**src/rtl/avalon_slave_pkg.sv**
```systemverilog
// Shared definitions for the Sobel accelerator's Avalon-MM register slave.
// Holds the register word indices and the control FSM state encoding.
// Imported by the control FSM and the top-level register block.
package avalon_slave_pkg;

  localparam int ADDR_STARTPIXEL = 1;
  localparam int ADDR_ENDPIXEL   = 2;
  localparam int ADDR_STATUS     = 3;
  localparam int ADDR_CONTROL    = 4;

  typedef enum logic [1:0] {
    IDLE  = 2'd0,
    ARMED = 2'd1,
    ACKED = 2'd2
  } state_t;

endpackage

```
**src/rtl/avalon_slave_fsm_if.sv**
```systemverilog
// Avalon-MM bus bundle between the interconnect (master) and the register slave.
// Single-cycle read/write strobes, no waitrequest; readdata is registered in the slave.
// The master drives strobes, address and writedata; the slave drives readdata.
interface avalon_slave_fsm_if #(
  parameter int ADDR_W = 32,
  parameter int DATA_W = 32
);

  logic              write;
  logic              read;
  logic [ADDR_W-1:0] address;
  logic [DATA_W-1:0] writedata;
  logic [DATA_W-1:0] readdata;

  modport master (
    output write, read, address, writedata,
    input  readdata
  );

  modport slave (
    input  write, read, address, writedata,
    output readdata
  );

endinterface

```
**src/rtl/avalon_slave_ctrl_fsm.sv**
```systemverilog
// Run/acknowledge sequencer: IDLE -> ARMED on run=1, ARMED -> ACKED on status read.
// State updates one edge after the triggering strobe; control/status decode the state register.
// No backpressure: every strobe is accepted in the cycle it is presented.
module avalon_slave_ctrl_fsm (
  input  logic clk,
  input  logic n_rst,
  input  logic ctrl_wr,
  input  logic ctrl_bit,
  input  logic status_rd,
  output logic control,
  output logic status,
  output logic status_next
);

  import avalon_slave_pkg::*;

  state_t state;
  state_t state_nxt;

  // State register with synchronous active-high reset.
  always_ff @(posedge clk) begin
    if (n_rst) begin
      state <= IDLE;
    end else begin
      state <= state_nxt;
    end
  end

  // Next-state logic: a control write always wins over a status read (they target different words).
  always_comb begin
    state_nxt = state;
    case (state)
      IDLE: begin
        if (ctrl_wr && ctrl_bit) state_nxt = ARMED;
      end
      ARMED: begin
        if (ctrl_wr) begin
          state_nxt = ctrl_bit ? ARMED : IDLE;
        end else if (status_rd) begin
          state_nxt = ACKED;
        end
      end
      ACKED: begin
        if (ctrl_wr && !ctrl_bit) state_nxt = IDLE;
      end
      default: state_nxt = IDLE;
    endcase
  end

  assign control     = (state != IDLE);
  assign status      = (state == ACKED);
  // A status read returns the value status takes on the same edge, so ARMED reads back 1.
  assign status_next = (state_nxt == ACKED);

endmodule

```
**src/rtl/avalon_slave_fsm.sv**
```systemverilog
// Avalon-MM slave holding Sobel start/end pixel addresses plus run control and status.
// Writes visible 1 cycle after the strobe edge; readdata registered, 1 cycle latency.
// No waitrequest: back-to-back reads/writes accepted every cycle.
module avalon_slave_fsm #(
  parameter int ADDR_W = 32,
  parameter int DATA_W = 32
) (
  input  logic              clk,
  input  logic              n_rst,
  avalon_slave_fsm_if.slave bus,
  output logic [DATA_W-1:0] startpixel,
  output logic [DATA_W-1:0] endpixel,
  output logic              control,
  output logic              status
);

  import avalon_slave_pkg::*;

  logic              hit_start;
  logic              hit_end;
  logic              hit_status;
  logic              hit_control;
  logic              status_next;
  logic [DATA_W-1:0] rd_val;

  assign hit_start   = (bus.address == ADDR_W'(ADDR_STARTPIXEL));
  assign hit_end     = (bus.address == ADDR_W'(ADDR_ENDPIXEL));
  assign hit_status  = (bus.address == ADDR_W'(ADDR_STATUS));
  assign hit_control = (bus.address == ADDR_W'(ADDR_CONTROL));

  avalon_slave_ctrl_fsm u_ctrl_fsm (
    .clk         (clk),
    .n_rst       (n_rst),
    .ctrl_wr     (bus.write && hit_control),
    .ctrl_bit    (bus.writedata[0]),
    .status_rd   (bus.read && hit_status),
    .control     (control),
    .status      (status),
    .status_next (status_next)
  );

  // Read mux: pixel/control words return pre-write values; status returns its post-edge value.
  always_comb begin
    rd_val = '0;
    if (hit_start) begin
      rd_val = startpixel;
    end else if (hit_end) begin
      rd_val = endpixel;
    end else if (hit_status) begin
      rd_val = {{(DATA_W-1){1'b0}}, status_next};
    end else if (hit_control) begin
      rd_val = {{(DATA_W-1){1'b0}}, control};
    end
  end

  // Pixel registers and registered readdata; reset overrides any concurrent access.
  always_ff @(posedge clk) begin
    if (n_rst) begin
      startpixel   <= '0;
      endpixel     <= '0;
      bus.readdata <= '0;
    end else begin
      if (bus.write && hit_start) startpixel <= bus.writedata;
      if (bus.write && hit_end)   endpixel   <= bus.writedata;
      bus.readdata <= bus.read ? rd_val : '0;
    end
  end

endmodule

```
**src/flat_wrapper.sv**
```systemverilog
// flat-port wrapper written by rule: the top's interface ports become plain ports
module avalon_slave_fsm_flat import avalon_slave_pkg::*;
#(
  parameter int ADDR_W = 32,
  parameter int DATA_W = 32
)
  (clk, n_rst, startpixel, endpixel, control, status, bus_write, bus_read, bus_address, bus_writedata, bus_readdata);
  avalon_slave_fsm_if #(.ADDR_W(ADDR_W), .DATA_W(DATA_W)) bus_i ();
  input  logic clk;
  input  logic n_rst;
  output logic [DATA_W-1:0] startpixel;
  output logic [DATA_W-1:0] endpixel;
  output logic control;
  output logic status;
  input wire logic [$bits(bus_i.write)-1:0] bus_write;
  input wire logic [$bits(bus_i.read)-1:0] bus_read;
  input wire logic [$bits(bus_i.address)-1:0] bus_address;
  input wire logic [$bits(bus_i.writedata)-1:0] bus_writedata;
  output wire logic [$bits(bus_i.readdata)-1:0] bus_readdata;
  assign bus_i.write = bus_write;
  assign bus_i.read = bus_read;
  assign bus_i.address = bus_address;
  assign bus_i.writedata = bus_writedata;
  assign bus_readdata = bus_i.readdata;
  avalon_slave_fsm #(.ADDR_W(ADDR_W), .DATA_W(DATA_W)) u_core (.clk(clk), .n_rst(n_rst), .bus(bus_i), .startpixel(startpixel), .endpixel(endpixel), .control(control), .status(status));
endmodule
```
**config.mk**
```make
export PLATFORM = sky130hd
export DESIGN_NAME = avalon_slave_fsm_flat
export DESIGN_NICKNAME = d
export VERILOG_FILES = /design/src/rtl/avalon_slave_pkg.sv /design/src/rtl/avalon_slave_fsm_if.sv /design/src/rtl/avalon_slave_ctrl_fsm.sv /design/src/rtl/avalon_slave_fsm.sv /design/src/flat_wrapper.sv
export SDC_FILE = /design/constraint.sdc
export NUM_CORES = 1
export LEC_CHECK = 0
export CAP_MARGIN = 40
export CORE_ASPECT_RATIO = 0.7
export CORE_MARGIN = 2
export CORE_UTILIZATION = 46
export DETAILED_ROUTE_END_ITERATION = 8
export PLACE_DENSITY = 0.85
export SYNTH_ARGS = -nofsm -noshare
export SYNTH_HDL_FRONTEND = slang
export SYNTH_HIERARCHICAL = 1
export SYNTH_SLANG_ARGS = --single-unit
```
**constraint.sdc**
```tcl
create_clock -name clk -period 6.9 [get_ports clk]
set_clock_uncertainty 0.2 [all_clocks]
set_input_delay 1.38 -clock clk [delete_from_list [all_inputs] [get_ports clk]]
set_output_delay 1.38 -clock clk [all_outputs]
set_load 0.05 [all_outputs]
```
* Word-level counts from Yosys, hierarchy flattened *
Index checks and enable logic that the tools add are counted.

storage, ports and cells
  register bits after elaboration = 98
  input port bits = 68
  output and inout port bits = 98
  word-level logic and storage cells = 32

cells by class
  multiplexer cells = 10
  eq/ne operators = 7
  bitwise gates (word level) = 1
  reduce and logical (&&, ||, !) cells = 10

operators with widths
  cell                                             number
  two-way mux 32 bit                               3
  == test 32 x 2 -> 1 bit (second input constant)  2
  == test 32 x 1 -> 1 bit (second input constant)  1
  == test 32 x 3 -> 1 bit (second input constant)  1
  two-way mux 2 bit                                4
  logical AND 1 bit                                6
  one-hot mux 2 bit (3 select lines)               1
  == test 2 bit (second input constant)            2
  == test 2 x 1 -> 1 bit (second input constant)   1
  logical NOT 2 bit                                1
  two-way mux 1 bit                                2
  nonzero test 2 bit                               1
  OR reduction 2 bit                               1
  logical NOT 1 bit                                1
  NOT 1 bit                                        1

* Depth between registers and ports, before layout *
Gate-level depths: netlist of the first run.

  depth in word-level cells = 9
  depth in mapped cells = 12

* By module *
The synthesis of the first run kept the hierarchy.

modules (own cells, without submodules)
  module                 area each (µm²)  sequential area each (µm²)  cells each  instances
  avalon_slave_fsm       3880.0           1921.8                      412         1
  avalon_slave_ctrl_fsm  115.1            40.0                        12          1

* Least setup slack after synthesis of the first run *
No wires, ideal clock.

  kind = input to register
  from = in bus_address[22]
  to = reg u_core.bus.readdata[0]
  buffers on the path = 1
  library setup time = 119 ps
  path slack = 2917 ps
  required time = 6581 ps
  stages on the path = 12
  data arrival time = 3664 ps
  cells stage by stage = nor4_1 and3_1 clkbuf_1 nand2_1 nor4_1 inv_1 o21ai_2 nand2_1 nand2b_1 a22oi_1 a311oi_1 o221a_2

on the way
  cells in the longest elaborated chain, start to end = 9
  elaborated cells on any way between the ends = 18
  those cells by class = 5 x eq/ne; 9 x mux; 4 x reduce/logical

RTL lines
  element                                                             RTL line                                                                               source
  from (decl)                                                         flat_wrapper.sv:17                                                                     input wire logic [$bits(bus_i.address)-1:0] bus_address;
  == test 32 x 2 -> 1 bit or == test 32 x 3 -> 1 bit (tied branches)  avalon_slave_fsm.sv:28, avalon_slave_fsm.sv:29
  logical AND 1 bit, on equally long branches                         avalon_slave_fsm.sv:36, avalon_slave_fsm.sv:34
  two-way mux 2 bit, or another cell as far along                     avalon_slave_ctrl_fsm.sv:39                                                            end else if (status_rd) begin
  two-way mux 2 bit, on equally long branches                         avalon_slave_ctrl_fsm.sv:37, avalon_slave_ctrl_fsm.sv:34, avalon_slave_ctrl_fsm.sv:44
  one-hot mux 2 bit (3 select lines) *                                avalon_slave_ctrl_fsm.sv:32                                                            case (state)
  == test 2 bit *                                                     avalon_slave_ctrl_fsm.sv:53                                                            assign status_next = (state_nxt == ACKED);
  via u_core.status_next                                              avalon_slave_fsm.sv:23                                                                 logic status_next;
  two-way mux 32 bit *                                                avalon_slave_fsm.sv:49                                                                 end else if (hit_status) begin
  two-way mux 32 bit *                                                avalon_slave_fsm.sv:47                                                                 end else if (hit_end) begin
  two-way mux 32 bit *                                                avalon_slave_fsm.sv:45                                                                 if (hit_start) begin
  to (signal assigned)                                                avalon_slave_fsm.sv:65                                                                 bus.readdata <= bus.read ? rd_val : '0;
  to (decl)                                                           avalon_slave_fsm_if.sv:22                                                              output readdata

The timed path passes the listed nets; every way through them passes the cells marked *.
A chain may end at the register's enable or synchronous reset.

* Worst setup path in the final report of the first run *
  from = in bus_address[26]
  to = reg u_core.bus.readdata[0]

The elaborated chain is that of the path after synthesis.

==> results of run 1 <==
## cell families after synthesis
logic type	share of synthesized area, %
AOI/OAI and AO/OA	28.1
buffers and inverters	6.04
and+or+nand+nor	16.8
DFF	49.1
## state kept, by name, indices dropped and copies added, names as in the netlist
signal	cells
u_core/startpixel	32
u_core/endpixel	32
u_core/u_ctrl_fsm/state	2
u_core/bus.readdata	32
## where the power goes
| group | total (uW) | switching, uW | internal [uW] |
|---|---|---|---|
| Clock | 568 | 214 | 353 |
| Combinational | 58.9 | 22.4 | 36.6 |
| Sequential | 565 | 0.0000000686 | 565 |
| Total | 1190 | 237 | 955 |
## layer usage
metal  vias to the layer above  share of wire [%]  routed length, microns  global-route usage [%]
met4                         0                1.6                     219                    10.5
met1                      2050                 40                    5440                    36.1
met5                         -                  0                       0                       0
met3                        19                 11                    1450                    6.86
met2                       269                 48                    6440                    45.8
li1                       1948                  -                       -                       -
## cell usage after synthesis, types with 2 or more instances
cell type,n
sky130_fd_sc_hd__dfxtp_1,98
sky130_fd_sc_hd__nand4_1,66
sky130_fd_sc_hd__a21oi_1,65
sky130_fd_sc_hd__o31ai_1,64
sky130_fd_sc_hd__clkbuf_1,45
sky130_fd_sc_hd__a22o_1,31
sky130_fd_sc_hd__nor4_1,11
sky130_fd_sc_hd__buf_1,5
sky130_fd_sc_hd__inv_1,4
sky130_fd_sc_hd__buf_6,3
sky130_fd_sc_hd__nand2_1,3
sky130_fd_sc_hd__nand2b_1,3
sky130_fd_sc_hd__nand3_1,3
sky130_fd_sc_hd__and4_1,2
sky130_fd_sc_hd__nor3_1,2
## how the worst min path moves through the flow
stage	slack, ns	depth (start not counted)	endpoint	start
3_5_place_dp	0.27	1	u_core/u_ctrl_fsm/state[0]	u_core/u_ctrl_fsm/state[1]
5_1_grt	0.29	1	u_core/u_ctrl_fsm/state[0]	u_core/u_ctrl_fsm/state[1]
4_1_cts	0.27	1	u_core/u_ctrl_fsm/state[0]	u_core/u_ctrl_fsm/state[1]
3_3_place_gp	0.25	1	u_core/u_ctrl_fsm/state[0]	u_core/u_ctrl_fsm/state[1]
2_1_floorplan	0.23	1	u_core/u_ctrl_fsm/state[0]	u_core/u_ctrl_fsm/state[1]
6_report	0.28	1	u_core/u_ctrl_fsm/state[0]	u_core/u_ctrl_fsm/state[1]
## through the flow
stage	util (%)	cells	worst slack, ns	instance area [sq um]	hold slack [ns]
after floorplan	-	424	2.92	4000	0.228
after global placement	67.0	665	1.96	5660	0.253
after detailed placement	67.6	668	1.62	5710	0.267
after CTS	71.7	684	1.89	6050	0.275
after global routing	71.7	684	1.70	6050	0.287
final	71.7	684	1.78	6050	0.283
## layout by cell type, fill, tap and decap left out, types with 2 or more instances in the layout
cell	n
sky130_fd_sc_hd__clkinvlp_4	3
sky130_fd_sc_hd__nor3_1	2
sky130_fd_sc_hd__clkdlybuf4s50_1	164
sky130_fd_sc_hd__a21oi_1	65
sky130_fd_sc_hd__nand4_1	66
sky130_fd_sc_hd__clkbuf_16	9
sky130_fd_sc_hd__bufinv_16	3
sky130_fd_sc_hd__o31ai_1	64
sky130_fd_sc_hd__nor4_1	9
sky130_fd_sc_hd__nand2_1	3
sky130_fd_sc_hd__dfxtp_1	98
sky130_fd_sc_hd__nor4_2	2
sky130_fd_sc_hd__nand3_1	2
sky130_fd_sc_hd__nand2b_1	3
sky130_fd_sc_hd__inv_1	4
sky130_fd_sc_hd__buf_4	10
sky130_fd_sc_hd__a22o_1	31
## worst register-to-register path: cells and delay by family (launching register included)
family | cells | cell delay, ns
and+or+nand+nor | 3 | 0.45
DFF | 1 | 0.37
AOI/OAI and AO/OA | 4 | 0.66
## cell type report
cell class | count | area (sq um) | share of cell area (%)
multi-input combinational | 268 | 1810 | 29.9
timing repair buffer | 178 | 1770 | 29.2
clock buffer | 9 | 225 | 3.72
sequential | 98 | 1960 | 32.4
inverter | 4 | 15.0 | 0.248
clock inverter | 7 | 118 | 1.94
tap | 120 | 150 | 2.48
==> out/summary.json, run 1 <==
{
  "floorplanning": {
    "floorplan.initialDensity_pct": 47.3,
    "die-width_microns": 115,
    "floorplan.io_pins": 166,
    "die_height_microns": 82.0,
    "placeableCoreArea_sq_mm": 0.00844,
    "dieArea_sq_mm": 0.00946,
    "std_cell_rows": 28
  },
  "clocking": {
    "cts_setup_buffers": 0,
    "cts.sink_count": 98,
    "clock_insertion_delay_worst_skew_ns": 0.34,
    "cts.repair.resized": 0,
    "cts_tree": "done",
    "cts.hold.buffers_added": 0,
    "cts_made_buffers": 9,
    "h-tree-depth": 3,
    "clock_tree.root_cell": "sky130_fd_sc_hd__clkbuf_16",
    "cts.reportedPaths.clkPinSlew_ns": 0.07,
    "ctsLongestPathBuffers": 2
  },
  "setup_path": {
    "cp_slowest_stage_delay_ns": 0.62,
    "worst-r2r-cell-count": 7,
    "path_class": "in -> reg",
    "cp_slowest_cell": "sky130_fd_sc_hd__nor4_1",
    "critPathRequiredTime_ns": 6.94,
    "crit_path_cell_trace": "clkdlybuf4s50_1 > nor4_1 > and3_2 > buf_4 > nand2_1 > nor4_1 > inv_1 > o21ai_2 > nand2_1 > nand2b_1 > a22oi_1 > a311oi_1 > o221a_2",
    "setup.reg_to_reg.worst_slack_ns": 5.11,
    "number_of_buffer_and_inverter_instances_along_the_worst_setup_path": 3,
    "critical_path.startpoint_type": "input port",
    "critical_path.endpoint_type": "flip-flop",
    "timing.critical_path.to": "u_core/bus.readdata[0]",
    "worst_r2r_endpoint": "u_core/bus.readdata[0]",
    "launching_point_of_the_worst_reg2reg_path": "u_core/u_ctrl_fsm/state[0]",
    "crit_path_start": "bus_address[26]",
    "crit_family": "simple AND/OR/NAND/NOR gates",
    "worstPathArrival_ns": 5.15,
    "timing.critical_path.depth": 13,
    "critPathMaxFanout": 65
  },
  "run_status": {
    "outcome": "finished, final reports clean"
  },
  "synth": {
    "yosys_register_bits": 98,
    "postSynth.asyncResetShare_pct": 0,
    "synth_area_per_cell_sq_um": 9.42,
    "yosysUniqueCellTypes": 34,
    "synth-main-ff-cell": "sky130_fd_sc_hd__dfxtp_1",
    "yosys.area.top_type": "sky130_fd_sc_hd__dfxtp_1",
    "post_synth_inst_count": 424,
    "synthesis.area_sq_mm": 0.00400,
    "yosys_warnings": 6,
    "synth_edf_count": 0,
    "synth.top_cell.area_share_pct": 49.1,
    "top_post_synthesis_cells_by_area": "sky130_fd_sc_hd__dfxtp_1 (49%), sky130_fd_sc_hd__o31ai_1 (12%), sky130_fd_sc_hd__nand4_1 (10%)",
    "synthesis.nets": 492,
    "synth.yosys.seq_area_share_pct": 49.1
  },
  "place": {
    "place.port_buffers": 165,
    "place_congestion": 0.821,
    "dp.final_hpwl_mm": 8.65
  },
  "power_and_ir_drop": {
    "power.leakage_uw": 0.00193,
    "irDropWorstVdd_mv": 0.121,
    "p_per_area_mw_per_mm2": 197,
    "power.total_uw": 1190
  },
  "global_routing": {
    "grt.overflow.total": 0,
    "grt_start_max_net_pins": 66,
    "grt_pass1_vias": 4040,
    "grt_usage_pct": 28.0,
    "antenna_found_initial": 0,
    "first_pass_grt_wire_length_mm": 20.6
  },
  "finish": {
    "layout-drive-gt1-share_pct": 7.62,
    "num-nets-final": 627,
    "syn_to_final_growth_pct": 51.4,
    "insertedDiodeCount": 0,
    "fillers": 621
  },
  "worst_hold_path": {
    "worstHoldPathType": "reg -> reg"
  },
  "timing": {
    "fin_setup_tns_ns": 0,
    "post-route-min-period_ns": 5.12,
    "fin_crit_sh_pct": 74.2,
    "setup_viol_count_final": 0,
    "worst_slew_pin_slew_ns": 0.887,
    "finalHoldViolCount": 0,
    "slew-limit-headroom_pct": 40.4,
    "timing.final.max_slew_violations": 0,
    "clock.fmax_mhz": 195,
    "grt_setup_unrepaired": "no"
  },
  "routing": {
    "drc_markers": 0,
    "detail_route.wl_per_cell_microns": 19.8,
    "router_iterations_before_antenna_repair": 5,
    "antenna_violating_nets_post_route": 0,
    "routed_wirelength_mm": 13.5,
    "vias": 4286,
    "via_per_inst": 6.27,
    "drt_iter0_drc": 421
  },
  "job": {
    "drv_cap": 0
  }
}
Power figures use the tool's default switching activity.
==> run 2: changes to the inputs <==
CORE_UTILIZATION = 43   (was 46)
PLACE_DENSITY = 0.8   (was 0.85)
clock period = 5.3 ns   (was 6.9 ns; I/O delays follow)
==> run 2 against run 1 <==
Against the previous run:
- sequential power is 30% higher
- first-iteration DRC count is 5.5% lower
- utilization is 5.3 points lower
- flip-flop and latch count stayed put
- wire length is 0.64% lower
- worst setup slack worse by 0.48 ns
- register-to-register slack worse by 1.6 ns
==> out/summary.json, run 2 (same netlist as run 1, synthesis figures left out) <==
{
  "routing": {
    "antenna_violating_nets_post_route": 0,
    "routed_wirelength_mm": 13.5,
    "drc_markers": 0,
    "router_iterations_before_antenna_repair": 7,
    "detail_route.wl_per_cell_microns": 19.5,
    "via_per_inst": 6.13,
    "vias": 4225,
    "drt_iter0_drc": 398
  },
  "timing": {
    "setup_viol_count_final": 0,
    "worst_slew_pin_slew_ns": 0.718,
    "finalHoldViolCount": 0,
    "clock.fmax_mhz": 250,
    "slew-limit-headroom_pct": 52.1,
    "fin_setup_tns_ns": 0,
    "timing.final.max_slew_violations": 0,
    "grt_setup_unrepaired": "no",
    "post-route-min-period_ns": 4.00,
    "fin_crit_sh_pct": 75.5
  },
  "floorplanning": {
    "floorplan.io_pins": 166,
    "die_height_microns": 84.6,
    "dieArea_sq_mm": 0.0101,
    "floorplan.initialDensity_pct": 44.2,
    "die-width_microns": 119,
    "placeableCoreArea_sq_mm": 0.00903,
    "std_cell_rows": 29
  },
  "place": {
    "place.port_buffers": 165,
    "place_congestion": 0.890,
    "dp.final_hpwl_mm": 8.59
  },
  "setup_path": {
    "crit_path_start": "bus_address[22]",
    "worst-r2r-cell-count": 7,
    "worstPathArrival_ns": 4.04,
    "worst_r2r_endpoint": "u_core/bus.readdata[0]",
    "cp_slowest_stage_delay_ns": 0.52,
    "cp_slowest_cell": "sky130_fd_sc_hd__nor4_1",
    "launching_point_of_the_worst_reg2reg_path": "u_core/u_ctrl_fsm/state[0]",
    "crit_path_cell_trace": "clkdlybuf4s50_1 > nor4_1 > and3_2 > nand2_1 > nor4_1 > inv_1 > o21ai_2 > nand2_1 > nand2b_1 > a22oi_1 > a311oi_1 > o221a_2",
    "critical_path.endpoint_type": "flip-flop",
    "critPathRequiredTime_ns": 5.34,
    "setup.reg_to_reg.worst_slack_ns": 3.55,
    "path_class": "in -> reg",
    "critical_path.startpoint_type": "input port",
    "critPathMaxFanout": 3
  },
  "finish": {
    "final_core_util_pct": 66.4,
    "num-nets-final": 628,
    "layout-drive-gt1-share_pct": 7.61,
    "fillers": 706,
    "layout_top_registers": "u_core/bus.readdata x32, u_core/endpixel x32, u_core/startpixel x32",
    "insertedDiodeCount": 0,
    "final_cell_mix": "sky130_fd_sc_hd__clkdlybuf4s50_1 (164), sky130_fd_sc_hd__dfxtp_1 (98), sky130_fd_sc_hd__nand4_1 (66)",
    "most_common_cell_after_layout_fill_and_taps_aside": "sky130_fd_sc_hd__clkdlybuf4s50_1",
    "syn_to_final_growth_pct": 50.1
  },
  "power_and_ir_drop": {
    "irDropWorstVdd_mv": 0.166,
    "p_per_area_mw_per_mm2": 244,
    "power.leakage_uw": 0.00192
  },
  "clocking": {
    "cts_made_buffers": 9,
    "h-tree-depth": 3,
    "clock_tree.root_cell": "sky130_fd_sc_hd__clkbuf_16",
    "cts.reportedPaths.clkPinSlew_ns": 0.07,
    "cts_tree": "done",
    "clock_insertion_delay_worst_skew_ns": 0.34,
    "cts_setup_buffers": 0,
    "cts.repair.resized": 0,
    "cts.sink_count": 98,
    "cts.hold.buffers_added": 0,
    "ctsLongestPathBuffers": 2
  },
  "worst_hold_path": {
    "worstHoldPathCells": 1,
    "worst_hold_path.endpoint": "u_core/u_ctrl_fsm/state[0]",
    "worstHoldStart": "u_core/u_ctrl_fsm/state[1]",
    "worstHoldPathType": "reg -> reg"
  },
  "global_routing": {
    "first_pass_grt_wire_length_mm": 21.2,
    "grt_start_max_net_pins": 68,
    "grt_pass1_vias": 4109,
    "grt.overflow.total": 0,
    "antenna_found_initial": 0,
    "grt_usage_pct": 26.3
  },
  "run_status": {
    "outcome": "finished, final reports clean"
  },
  "job": {
    "drv_cap": 0
  }
}
-- run 2: where the power goes --
group	switching, uW	internal [uW]	leakage (uW)
Combinational	28.2	46.6	0.000983
Sequential	0.0000000913	736	0.000789
Clock	275	377	0.000149
-- run 2: area by class of cell --
class / count / area (sq um) / area share (%)
Sequential cell: 98 / 1960 / 32.7
Multi-Input combinational cell: 268 / 1810 / 30.2
Timing Repair Buffer: 179 / 1760 / 29.3
Clock buffer: 11 / 243 / 4.05
Tap cell: 124 / 155 / 2.59
Clock inverter: 5 / 53.8 / 0.897
Inverter: 4 / 15.0 / 0.250
-- run 2: worst max path at each step --
stage,cells past startpoint,end
global route,12,u_core/bus.readdata[0]
global placement,11,u_core/bus.readdata[0]
CTS,12,u_core/bus.readdata[0]
floorplan,12,u_core/bus.readdata[0]
detailed placement,11,u_core/bus.readdata[0]
finish,12,u_core/bus.readdata[0]
-- run 2: metal layers --
layer | vias up | GRT usage (%) | part of all wire [%]
met4 | 0 | 8.66 | 1.4
met5 | - | 0 | 0
met1 | 2004 | 33.7 | 42
met3 | 19 | 8.15 | 10
li1 | 1947 | - | -
met2 | 255 | 42.4 | 46
-- run 2: critical path, delay by kind of cell --
kind | cells | cell delay (ns)
compound gates | 4 | 0.76
buf+inv | 2 | 0.55
simple gates | 6 | 1.64
-- run 2: through the flow --
stage	power, uW	hold WS [ns]	cells	cell area [sq um]	worst slack (ns)
floorplan	766	0.228	424	4000	1.64
global placement	825	0.252	672	5690	1.22
detailed placement	827	0.259	673	5700	1.06
CTS	1470	0.269	689	6000	1.39
global route	1500	0.283	689	6000	1.06
finish	1460	0.276	689	6000	1.30
==> run 3: changes to the inputs <==
CORE_UTILIZATION = 39   (was 43)
PLACE_DENSITY = 0.77   (was 0.8)
clock period = 3.65 ns   (was 5.3 ns; I/O delays follow)
==> run 3 against run 2 <==
Against the previous run:
- sequential share of layout area down 0.62 points
- final area up 1.9%
- highest routed layer unchanged
- cell count up 2.0%
==> out/summary.json, run 3 (same netlist as run 1, synthesis figures left out) <==
{
  "timing": {
    "worst_slew_pin_slew_ns": 0.738,
    "slew-limit-headroom_pct": 50.8,
    "clock.fmax_mhz": 288,
    "setup_viol_count_final": 0,
    "fin_crit_sh_pct": 95.2,
    "final_critical_path_setup_slack_ns": 0.177,
    "grt_setup_unrepaired": "no",
    "finalHoldViolCount": 0,
    "timing.final.max_slew_violations": 0,
    "post-route-min-period_ns": 3.47
  },
  "finish": {
    "layout_top_registers": "u_core/bus.readdata x32, u_core/endpixel x32, u_core/startpixel x32",
    "finalNonFillerCells": 703,
    "most_common_cell_after_layout_fill_and_taps_aside": "sky130_fd_sc_hd__clkdlybuf4s50_1",
    "final_core_util_pct": 62.1,
    "insertedDiodeCount": 0,
    "stdcell_area_sq_mm": 0.00611,
    "final_cell_mix": "sky130_fd_sc_hd__clkdlybuf4s50_1 (164), sky130_fd_sc_hd__dfxtp_1 (98), sky130_fd_sc_hd__nand4_1 (66)",
    "syn_to_final_growth_pct": 53.0,
    "fillers": 798,
    "num-nets-final": 638,
    "layout-drive-gt1-share_pct": 9.39
  },
  "floorplanning": {
    "std_cell_rows": 30,
    "dieArea_sq_mm": 0.0111,
    "floorplan.initialDensity_pct": 40.6,
    "die-width_microns": 125,
    "die_height_microns": 88.7,
    "floorplan.io_pins": 166,
    "placeableCoreArea_sq_mm": 0.00983
  },
  "power_and_ir_drop": {
    "irDropWorstVdd_mv": 0.232,
    "p_per_area_mw_per_mm2": 368,
    "power.leakage_uw": 0.00198
  },
  "routing": {
    "drc_markers": 0,
    "drt_iter0_drc": 494,
    "antenna_violating_nets_post_route": 0,
    "router_iterations_before_antenna_repair": 6,
    "vias": 4255,
    "detail_route.wl_per_cell_microns": 19.8,
    "routed_wirelength_mm": 14.0,
    "via_per_inst": 6.05
  },
  "clocking": {
    "cts_tree": "done",
    "cts.sink_count": 98,
    "clock_insertion_delay_worst_skew_ns": 0.35,
    "h-tree-depth": 3,
    "clock_tree.root_cell": "sky130_fd_sc_hd__clkbuf_16",
    "ctsLongestPathBuffers": 2,
    "cts.repair.resized": 0,
    "cts_setup_buffers": 0,
    "cts.hold.buffers_added": 0,
    "cts.reportedPaths.clkPinSlew_ns": 0.07,
    "cts_made_buffers": 9
  },
  "global_routing": {
    "grt.overflow.total": 0,
    "antenna_found_initial": 0,
    "grt_start_max_net_pins": 68,
    "first_pass_grt_wire_length_mm": 21.6,
    "grt_usage_pct": 24.3,
    "grt_pass1_vias": 4180
  },
  "place": {
    "dp.final_hpwl_mm": 9.16,
    "placed_cells_incl_taps": 687,
    "place.port_buffers": 165,
    "place_congestion": 0.892,
    "dpl_worst_slack_ns": -0.134,
    "placed_cell_area_sq_mm": 0.00578
  },
  "worst_hold_path": {
    "worstHoldPathType": "reg -> reg"
  },
  "setup_path": {
    "critical_path.startpoint_type": "input port",
    "worstPathArrival_ns": 3.51,
    "setup.reg_to_reg.worst_slack_ns": 1.89,
    "critPathMaxFanout": 4,
    "critPathRequiredTime_ns": 3.69,
    "path_class": "in -> reg",
    "critical_path.endpoint_type": "flip-flop"
  },
  "job": {
    "drv_cap": 0
  },
  "run_status": {
    "outcome": "finished, final reports clean"
  }
}
run 3: where the power goes:
group          switching (uW)  total [uW]  leakage, uW  internal (uW)
Sequential        0.000000132        1070     0.000789           1070
Clock                     438        1070     0.000162            629
Combinational            42.2         111      0.00103           68.8
Total                     480        2250      0.00198           1770
run 3: layout make-up:
type | instances | area [sq um] | area share, %
Clock buffer | 10 | 239 | 3.91
Clock inverter | 6 | 96.3 | 1.58
Inverter | 4 | 15.0 | 0.246
Multi-Input combinational cell | 268 | 1810 | 29.6
Sequential cell | 98 | 1960 | 32.1
Tap cell | 128 | 160 | 2.62
Timing Repair Buffer | 189 | 1830 | 29.9
run 3: metrics by stage:
step	total power [uW]	hold WS (ns)	setup TNS (ns)
3_5_place_dp	1200	0.275	-0.134
2_1_floorplan	1110	0.228	0
3_3_place_gp	1200	0.260	0
5_1_grt	2310	0.306	0
4_1_cts	2260	0.285	0
6_report	2250	0.288	0
run 3: final timing paths:
check	depth (start not counted)	start	end
max reg2reg	7	u_core/u_ctrl_fsm/state[0]	u_core/bus.readdata[0]
min	2	u_core/startpixel[7]	u_core/startpixel[7]
min reg2reg	2	u_core/startpixel[7]	u_core/startpixel[7]
max	11	bus_address[5]	u_core/bus.readdata[0]
run 3: worst max-delay path, stage by stage:
cell,delay (ns)
sky130_fd_sc_hd__clkdlybuf4s50_1,0.42
sky130_fd_sc_hd__or4_4,0.56
sky130_fd_sc_hd__or3_1,0.36
sky130_fd_sc_hd__nor4_1,0.34
sky130_fd_sc_hd__inv_1,0.13
sky130_fd_sc_hd__o21ai_2,0.19
sky130_fd_sc_hd__nand2_1,0.06
sky130_fd_sc_hd__nand2b_1,0.15
sky130_fd_sc_hd__a22oi_1,0.20
sky130_fd_sc_hd__a311oi_1,0.07
sky130_fd_sc_hd__o221a_2,0.29
run 3: layer usage:
| metal | global-route usage (%) | wire [microns] | vias to the layer above |
|---|---|---|---|
| li1 | - | - | 1968 |
| met1 | 31.2 | 5910 | 1992 |
| met2 | 39.2 | 6440 | 277 |
| met3 | 7.62 | 1430 | 18 |
| met4 | 8.89 | 177 | 0 |
| met5 | 0 | 0 | - |
